===== config.mk =====
export PLATFORM = sky130hd
export DESIGN_NAME = map_ram_loader
export DESIGN_NICKNAME = d
export VERILOG_FILES = /design/src/rtl/map_ram_loader.sv
export SDC_FILE = /design/constraint.sdc
export NUM_CORES = 1
export LEC_CHECK = 0
export ABC_AREA = 1
export CORE_UTILIZATION = 40
export DETAILED_ROUTE_END_ITERATION = 7
export GPL_TIMING_DRIVEN = 0
export PLACE_DENSITY_LB_ADDON = 0.3
export SYNTH_ARGS = -nofsm -noshare
export SYNTH_HDL_FRONTEND = slang
export SYNTH_SLANG_ARGS = --single-unit

===== constraint.sdc =====
create_clock -name clk -period 1.8 [get_ports clk]
set_input_delay 0.27 -clock clk [delete_from_list [all_inputs] [get_ports clk]]
set_output_delay 0.27 -clock clk [all_outputs]
set_load 0.02 [all_outputs]

===== src/rtl/map_ram_loader.sv =====
// Map RAM loader: a serial frame receiver that writes one map row per frame.
// The map is readable combinationally; border cells can be forced to wall.
module map_ram_loader #(
    parameter int MAP_WIDTH_BITS  = 4,
    parameter int MAP_HEIGHT_BITS = 4,
    parameter int LOCK_BORDER     = 1
) (
    input  logic                       clk,
    input  logic                       rst_n,
    input  logic                       i_sclk,
    input  logic                       i_mosi,
    input  logic                       i_ss_n,
    input  logic [MAP_WIDTH_BITS-1:0]  i_col,
    input  logic [MAP_HEIGHT_BITS-1:0] i_row,
    output logic                       o_val,
    output logic                       o_busy,
    output logic                       o_wr_strobe,
    output logic                       o_frame_err
);

    localparam int COL_COUNT  = 1 << MAP_WIDTH_BITS;
    localparam int ROW_COUNT  = 1 << MAP_HEIGHT_BITS;
    localparam int FRAME_BITS = MAP_HEIGHT_BITS + COL_COUNT;
    localparam int CNT_W      = $clog2(FRAME_BITS + 1);
    localparam logic [CNT_W-1:0] LAST_BIT = CNT_W'(FRAME_BITS - 1);

    typedef enum logic [1:0] {IDLE, SHIFT, COMMIT} state_t;

    // Reset contents of one row: walls on the outer ring, open interior.
    function automatic logic [COL_COUNT-1:0] border_row(input int r);
        logic [COL_COUNT-1:0] v;
        if (r == 0 || r == ROW_COUNT - 1) begin
            v = '1;
        end else begin
            v = '0;
            v[0] = 1'b1;
            v[COL_COUNT-1] = 1'b1;
        end
        return v;
    endfunction

    state_t                               r_state, w_next_state;
    logic [CNT_W-1:0]                     r_cnt, w_next_cnt;
    // Holds the first FRAME_BITS-1 bits; the last bit is taken straight from mosi.
    logic [FRAME_BITS-2:0]                r_shift, w_next_shift;
    logic                                 r_err, w_err;
    logic                                 w_wr_en;
    logic [ROW_COUNT-1:0][COL_COUNT-1:0]  r_map;
    logic [2:0]                           r_sclk_sync;
    logic [1:0]                           r_mosi_sync;
    logic [1:0]                           r_ss_sync;

    logic                       w_sclk_rise;
    logic                       w_mosi;
    logic                       w_ss_n;
    logic [FRAME_BITS-1:0]      w_frame;
    logic [MAP_HEIGHT_BITS-1:0] w_wr_row;
    logic [COL_COUNT-1:0]       w_wr_data;
    logic                       w_border;

    assign w_sclk_rise = r_sclk_sync[1] & ~r_sclk_sync[2];
    assign w_mosi      = r_mosi_sync[1];
    assign w_ss_n      = r_ss_sync[1];
    assign w_frame     = {r_shift, w_mosi};
    assign w_wr_row    = w_frame[FRAME_BITS-1 -: MAP_HEIGHT_BITS];
    assign w_wr_data   = w_frame[COL_COUNT-1:0];

    // Bring the serial bus into the clk domain; idle levels on reset.
    always_ff @(posedge clk or negedge rst_n) begin
        if (!rst_n) begin
            r_sclk_sync <= 3'b000;
            r_mosi_sync <= 2'b00;
            r_ss_sync   <= 2'b11;
        end else begin
            r_sclk_sync <= {r_sclk_sync[1:0], i_sclk};
            r_mosi_sync <= {r_mosi_sync[0], i_mosi};
            r_ss_sync   <= {r_ss_sync[0], i_ss_n};
        end
    end

    // Frame FSM: next state, counter, shift data, write and abort decisions.
    always_comb begin
        w_next_state = r_state;
        w_next_cnt   = r_cnt;
        w_next_shift = r_shift;
        w_wr_en      = 1'b0;
        w_err        = 1'b0;
        case (r_state)
            IDLE: begin
                if (!w_ss_n) begin
                    w_next_state = SHIFT;
                    w_next_cnt   = '0;
                end
            end
            SHIFT, COMMIT: begin
                if (w_ss_n) begin
                    // Frame select dropped: discard any partial frame.
                    w_next_state = IDLE;
                    w_next_cnt   = '0;
                    w_err        = (r_cnt != '0);
                end else begin
                    w_next_state = SHIFT;
                    if (w_sclk_rise) begin
                        w_next_shift = w_frame[FRAME_BITS-2:0];
                        if (r_cnt == LAST_BIT) begin
                            w_wr_en      = 1'b1;
                            w_next_cnt   = '0;
                            w_next_state = COMMIT;
                        end else begin
                            w_next_cnt = r_cnt + CNT_W'(1);
                        end
                    end
                end
            end
            default: w_next_state = IDLE;
        endcase
    end

    // FSM state, bit counter, shift register and error pulse.
    always_ff @(posedge clk or negedge rst_n) begin
        if (!rst_n) begin
            r_state <= IDLE;
            r_cnt   <= '0;
            r_shift <= '0;
            r_err   <= 1'b0;
        end else begin
            r_state <= w_next_state;
            r_cnt   <= w_next_cnt;
            r_shift <= w_next_shift;
            r_err   <= w_err;
        end
    end

    // Map storage: reset to the walled pattern, one row written per frame.
    always_ff @(posedge clk or negedge rst_n) begin
        if (!rst_n) begin
            for (int r = 0; r < ROW_COUNT; r++) begin
                r_map[r] <= border_row(r);
            end
        end else if (w_wr_en) begin
            r_map[w_wr_row] <= w_wr_data;
        end
    end

    assign w_border = (i_col == '0) || (i_col == '1) || (i_row == '0) || (i_row == '1);

    assign o_val       = r_map[i_row][i_col] | ((LOCK_BORDER != 0) && w_border);
    assign o_busy      = (r_state != IDLE);
    assign o_wr_strobe = (r_state == COMMIT);
    assign o_frame_err = r_err;

endmodule


==> impl_metrics.csv <==
group,metric,value,unit
status,outcome,"finished with violations",
status,violations,"setup timing",
floorplanning,fp.dieW,184,µm
pwr,vdd_drop_max,0.666,mV
synthesis,ys_ff_latch,290,
critical_path,crit_path_start_kind,"flop",
sta,worst_pin_slew,1.03,ns
run,maxCapViolCount,0,
detailed_routing,drtAntennaViolNets,0,
min_path,hold_end,"r_ss_sync[0]$_DFF_PN1_",
clocking,cts_tree,"done",
synthesis,syn-num-nets,1682,
synthesis,synthMuxAreaShare,0,%
critical_path,arrival,2.19,ns
critical_path,critical-path-max-stage-delay,0.40,ns
pwr,pwr-share-seq,42.4,%
synthesis,synth_seq_area_share,55.4,%
placement,post-dp-hpwl,29.9,mm
grt,grt_max_degree,126,
clocking,h-tree-depth,2,
critical_path,path_common_cell,"nand2_1",
layout,syn_to_final_growth,46.1,%
critical_path,setup.worst_path.class,"flop to primary output",
pwr,clkPwrFrac,46.5,%
synthesis,synth-compound-area-share,12.6,%
critical_path,path_max_fanout,2,
detailed_routing,drt_iter0_drc,1843,
floorplanning,core_area,0.0325,mm²
pwr,power_density,818,mW/mm²
sta,fin_crit,2.46,ns
clocking,cts_buffers,34,
pwr,cellLeakagePower,8.48,nW
sta,period_share,137,%
synthesis,synth.distinct_cells,27,
pwr,comb_power_share,11.1,%
clocking,worstSkewPairLatency,0.54,ns
sta,timing.hold.ws,0.146,ns
sta,relSlewSlack,31.1,%
floorplanning,die_area,0.0338,mm²
sta,rsz0062_at_grt,"yes",
placement,preCtsSetupSlack,-1.69,ns
critical_path,timing.rr.end,"r_map[170]$_DFFE_PN0P_",
grt,grt_overflow,0,
pwr,p_sw_share,27.1,%
synthesis,synth_fa_ha_area_share,0.473,%
synthesis,synth_edf_count,0,
layout,fin_area,0.0193,mm²
sta,finalHoldViolCount,0,
synthesis,yosysTopAreaCellShare,43.1,%
placement,dpl-instance-area,0.0140,mm²
floorplanning,io-pin-count,17,
critical_path,crit_chain,"nand2_1 -> nand2_1 -> nand2_1 -> nand2_1 -> nor2_2 -> nand2_1 -> nand3_1 -> nand3_2 -> nand3_2 -> nand2_2 -> nand2_2 -> nand3_2 -> buf_6",
grt,track_usage,29.7,%
critical_path,worst_r2r_path_depth,16,
sta,finalSetupViolations,257,
critical_path,rrSetupSlack,-0.49,ns
layout,multi_input_area,0.00734,mm²
critical_path,cp_slowest_cell,"dfrtp_1",
synthesis,synthTopCellsByArea,"dfrtp_1 (43%), nand2_1 (22%), dfstp_2 (12%)",
synthesis,postSynthAreaPerCell,7.96,µm²
detailed_routing,num_vias,13100,
clocking,clkTransAtPathRegs,0.06,ns
detailed_routing,wire_per_inst,22.8,µm
layout,drive_gt1_share,41.9,%
layout,final_nets,1815,
layout,seq_area,0.00733,mm²
critical_path,worst-endpoint-required,1.53,ns
detailed_routing,drt_wl_total,51.7,mm
synthesis,synth_ff_type,"dfrtp_1",
synthesis,async_reset_ff_share,100,%
synthesis,netlist_instances,1664,
grt,antenna_found_initial,1,
critical_path,r2r-start,"r_state[0]$_DFFE_PN0P_",
synthesis,synth-simple-area-share,26.1,%
detailed_routing,drt_pass1_iterations,6,
sta,setup_slack,-0.658,ns
placement,port_buffers,14,
critical_path,cp-startpoint,"r_map[154]$_DFFE_PN0P_",
clocking,clock-sinks,290,
placement,place_congestion,0.949,
synthesis,synth_largest_area_cell,"dfrtp_1",
layout,nFillCells,2686,
synthesis,synth_area,0.0132,mm²
clocking,clockRootBuffer,"clkbuf_16",
detailed_routing,post-route-drc-count,0,
floorplanning,std_cell_rows,66,
grt,grt_first_pass_wirelength,74.3,mm
grt,grt_pass1_vias,12400,
sta,final-max-slew-violation-count,0,
pwr,switchingPower,4.29,mW
sta,skew,0.0265,ns
min_path,hp-start,"i_ss_n",
critical_path,crit_path_end_kind,"primary output",
min_path,whs_path_depth,1,
synthesis,synth_top_family_by_area,"simple AND/OR/NAND/NOR gates",
floorplanning,start_util,40.7,%
synthesis,yosys-top-cells-count,"nand2_1 (774), dfrtp_1 (228), o21ai_1 (148), o21ai_0 (131), dfstp_2 (62)",
synthesis,synth-xor-area-share,0.132,%
pwr,cellInternalPower,11.5,mW
clocking,clock_path_buffers,3,
synthesis,synth.most_common_cell,"nand2_1",
min_path,hold_path_class,"input port to flop",
detailed_routing,vias_per_cell,5.78,
sta,setup_tns,-88.49,ns
floorplanning,fp.dieH,184,µm
synthesis,synth_warnings,0,
sta,fmaxAchievable,0.407,GHz
## through the flow
| step | cells | total power, mW | util (%) |
|---|---|---|---|
| 4_1_cts | 2256 | 15.6 | 54.8 |
| 3_3_place_gp | 2120 | 8.18 | 42.9 |
| 6_report | 2266 | 15.8 | 59.5 |
| 2_1_floorplan | 1664 | 7.55 | - |
| 5_1_grt | 2266 | 16.3 | 59.5 |
| 3_5_place_dp | 2122 | 8.21 | 43.1 |
## critical path: cells and delay by family (launching register included)
family,cells,cell delay [ns]
simple gates,12,1.12
buf+inv,1,0.14
flops,1,0.40
## per-layer routing
layer / wire, µm / share of wire, % / global-route usage [%]
met1: 20700 / 40 / 41.4
met4: 2490 / 4.8 / 14.0
met2: 23100 / 45 / 44.0
met3: 5390 / 10 / 6.52
met5: 0 / 0 / 0
## power groups by stage
stage,Combinational [mW],Sequential [mW],Clock [mW]
2_1_floorplan,0.733,6.82,0
3_3_place_gp,1.36,6.82,0
3_5_place_dp,1.39,6.83,0
4_1_cts,1.55,6.71,7.35
5_1_grt,1.87,6.73,7.66
6_report,1.75,6.71,7.36
## what timing repair did
item / in CTS / in global routing
cloned: 33 / 4
hold buffers: 1 / 0
endpoints found under the hold margin: 40 / 0
setup buffers: 39 / 16
pin swaps: 25 / 31
gates resized for setup: 583 / 410
setup endpoints to repair: 275 / 283
## worst max-delay path by stage
stage | cells after the start | to
after floorplan | 14 | r_map[157]$_DFFE_PN0P_
after global placement | 1 | r_map[229]$_DFFE_PN0P_
after detailed placement | 13 | o_val
after CTS | 11 | o_val
after global routing | 9 | o_val
final | 13 | o_val
## cell families (layout without fill, tap and decap cells)
family	Yosys count	count (layout)
other	0	1
buffers and inverters	162	321
xor gates and xnor gates	2	2
DFF	290	290
AOI/OAI and AO/OA	332	332
adders and majority gates	5	5
and+or+nand+nor	873	873
## registers in the layout, summed over array words and instances, names as in the netlist
name / count
o_frame_err: 1
r_sclk_sync: 3
r_mosi_sync: 2
r_map: 256
r_ss_sync: 2
r_cnt: 5
r_shift: 19
r_state: 2
## layout by cell type, fill, tap and decap left out, drive strengths merged
cell / synthesis / layout
buf: 62 / 145
a311oi: 1 / 1
o21ai: 279 / 279
dlygate4sd3: 0 / 1
bufinv: 0 / 4
ha: 5 / 5
nand3: 36 / 36
a21oi: 47 / 47
diode: 0 / 1
xor2: 2 / 2
dfrtp: 228 / 228
clkdlybuf4s15: 0 / 4
o22ai: 3 / 3
clkdlybuf4s50: 0 / 7
clkbuf: 48 / 96
a21o: 1 / 1
nand2: 783 / 783
clkinvlp: 0 / 2
o211ai: 1 / 1
nor3: 1 / 1
clkinv: 3 / 12
inv: 49 / 50
nor2: 29 / 29
dfstp: 62 / 62
nand4: 24 / 24
## area by class of cell
class | instances | share of cell area [%]
plain buffers | 108 | 6.18
flip-flops and latches | 290 | 37.9
well taps | 442 | 2.86
repair inverters | 1 | 0.0388
inverters | 52 | 1.09
clock buffers | 47 | 5.17
multi-input cells | 1212 | 37.9
clock inverters | 15 | 1.02
repair buffers | 98 | 7.81
diodes | 1 | 0.0129
(Power assumes the default switching activity.)
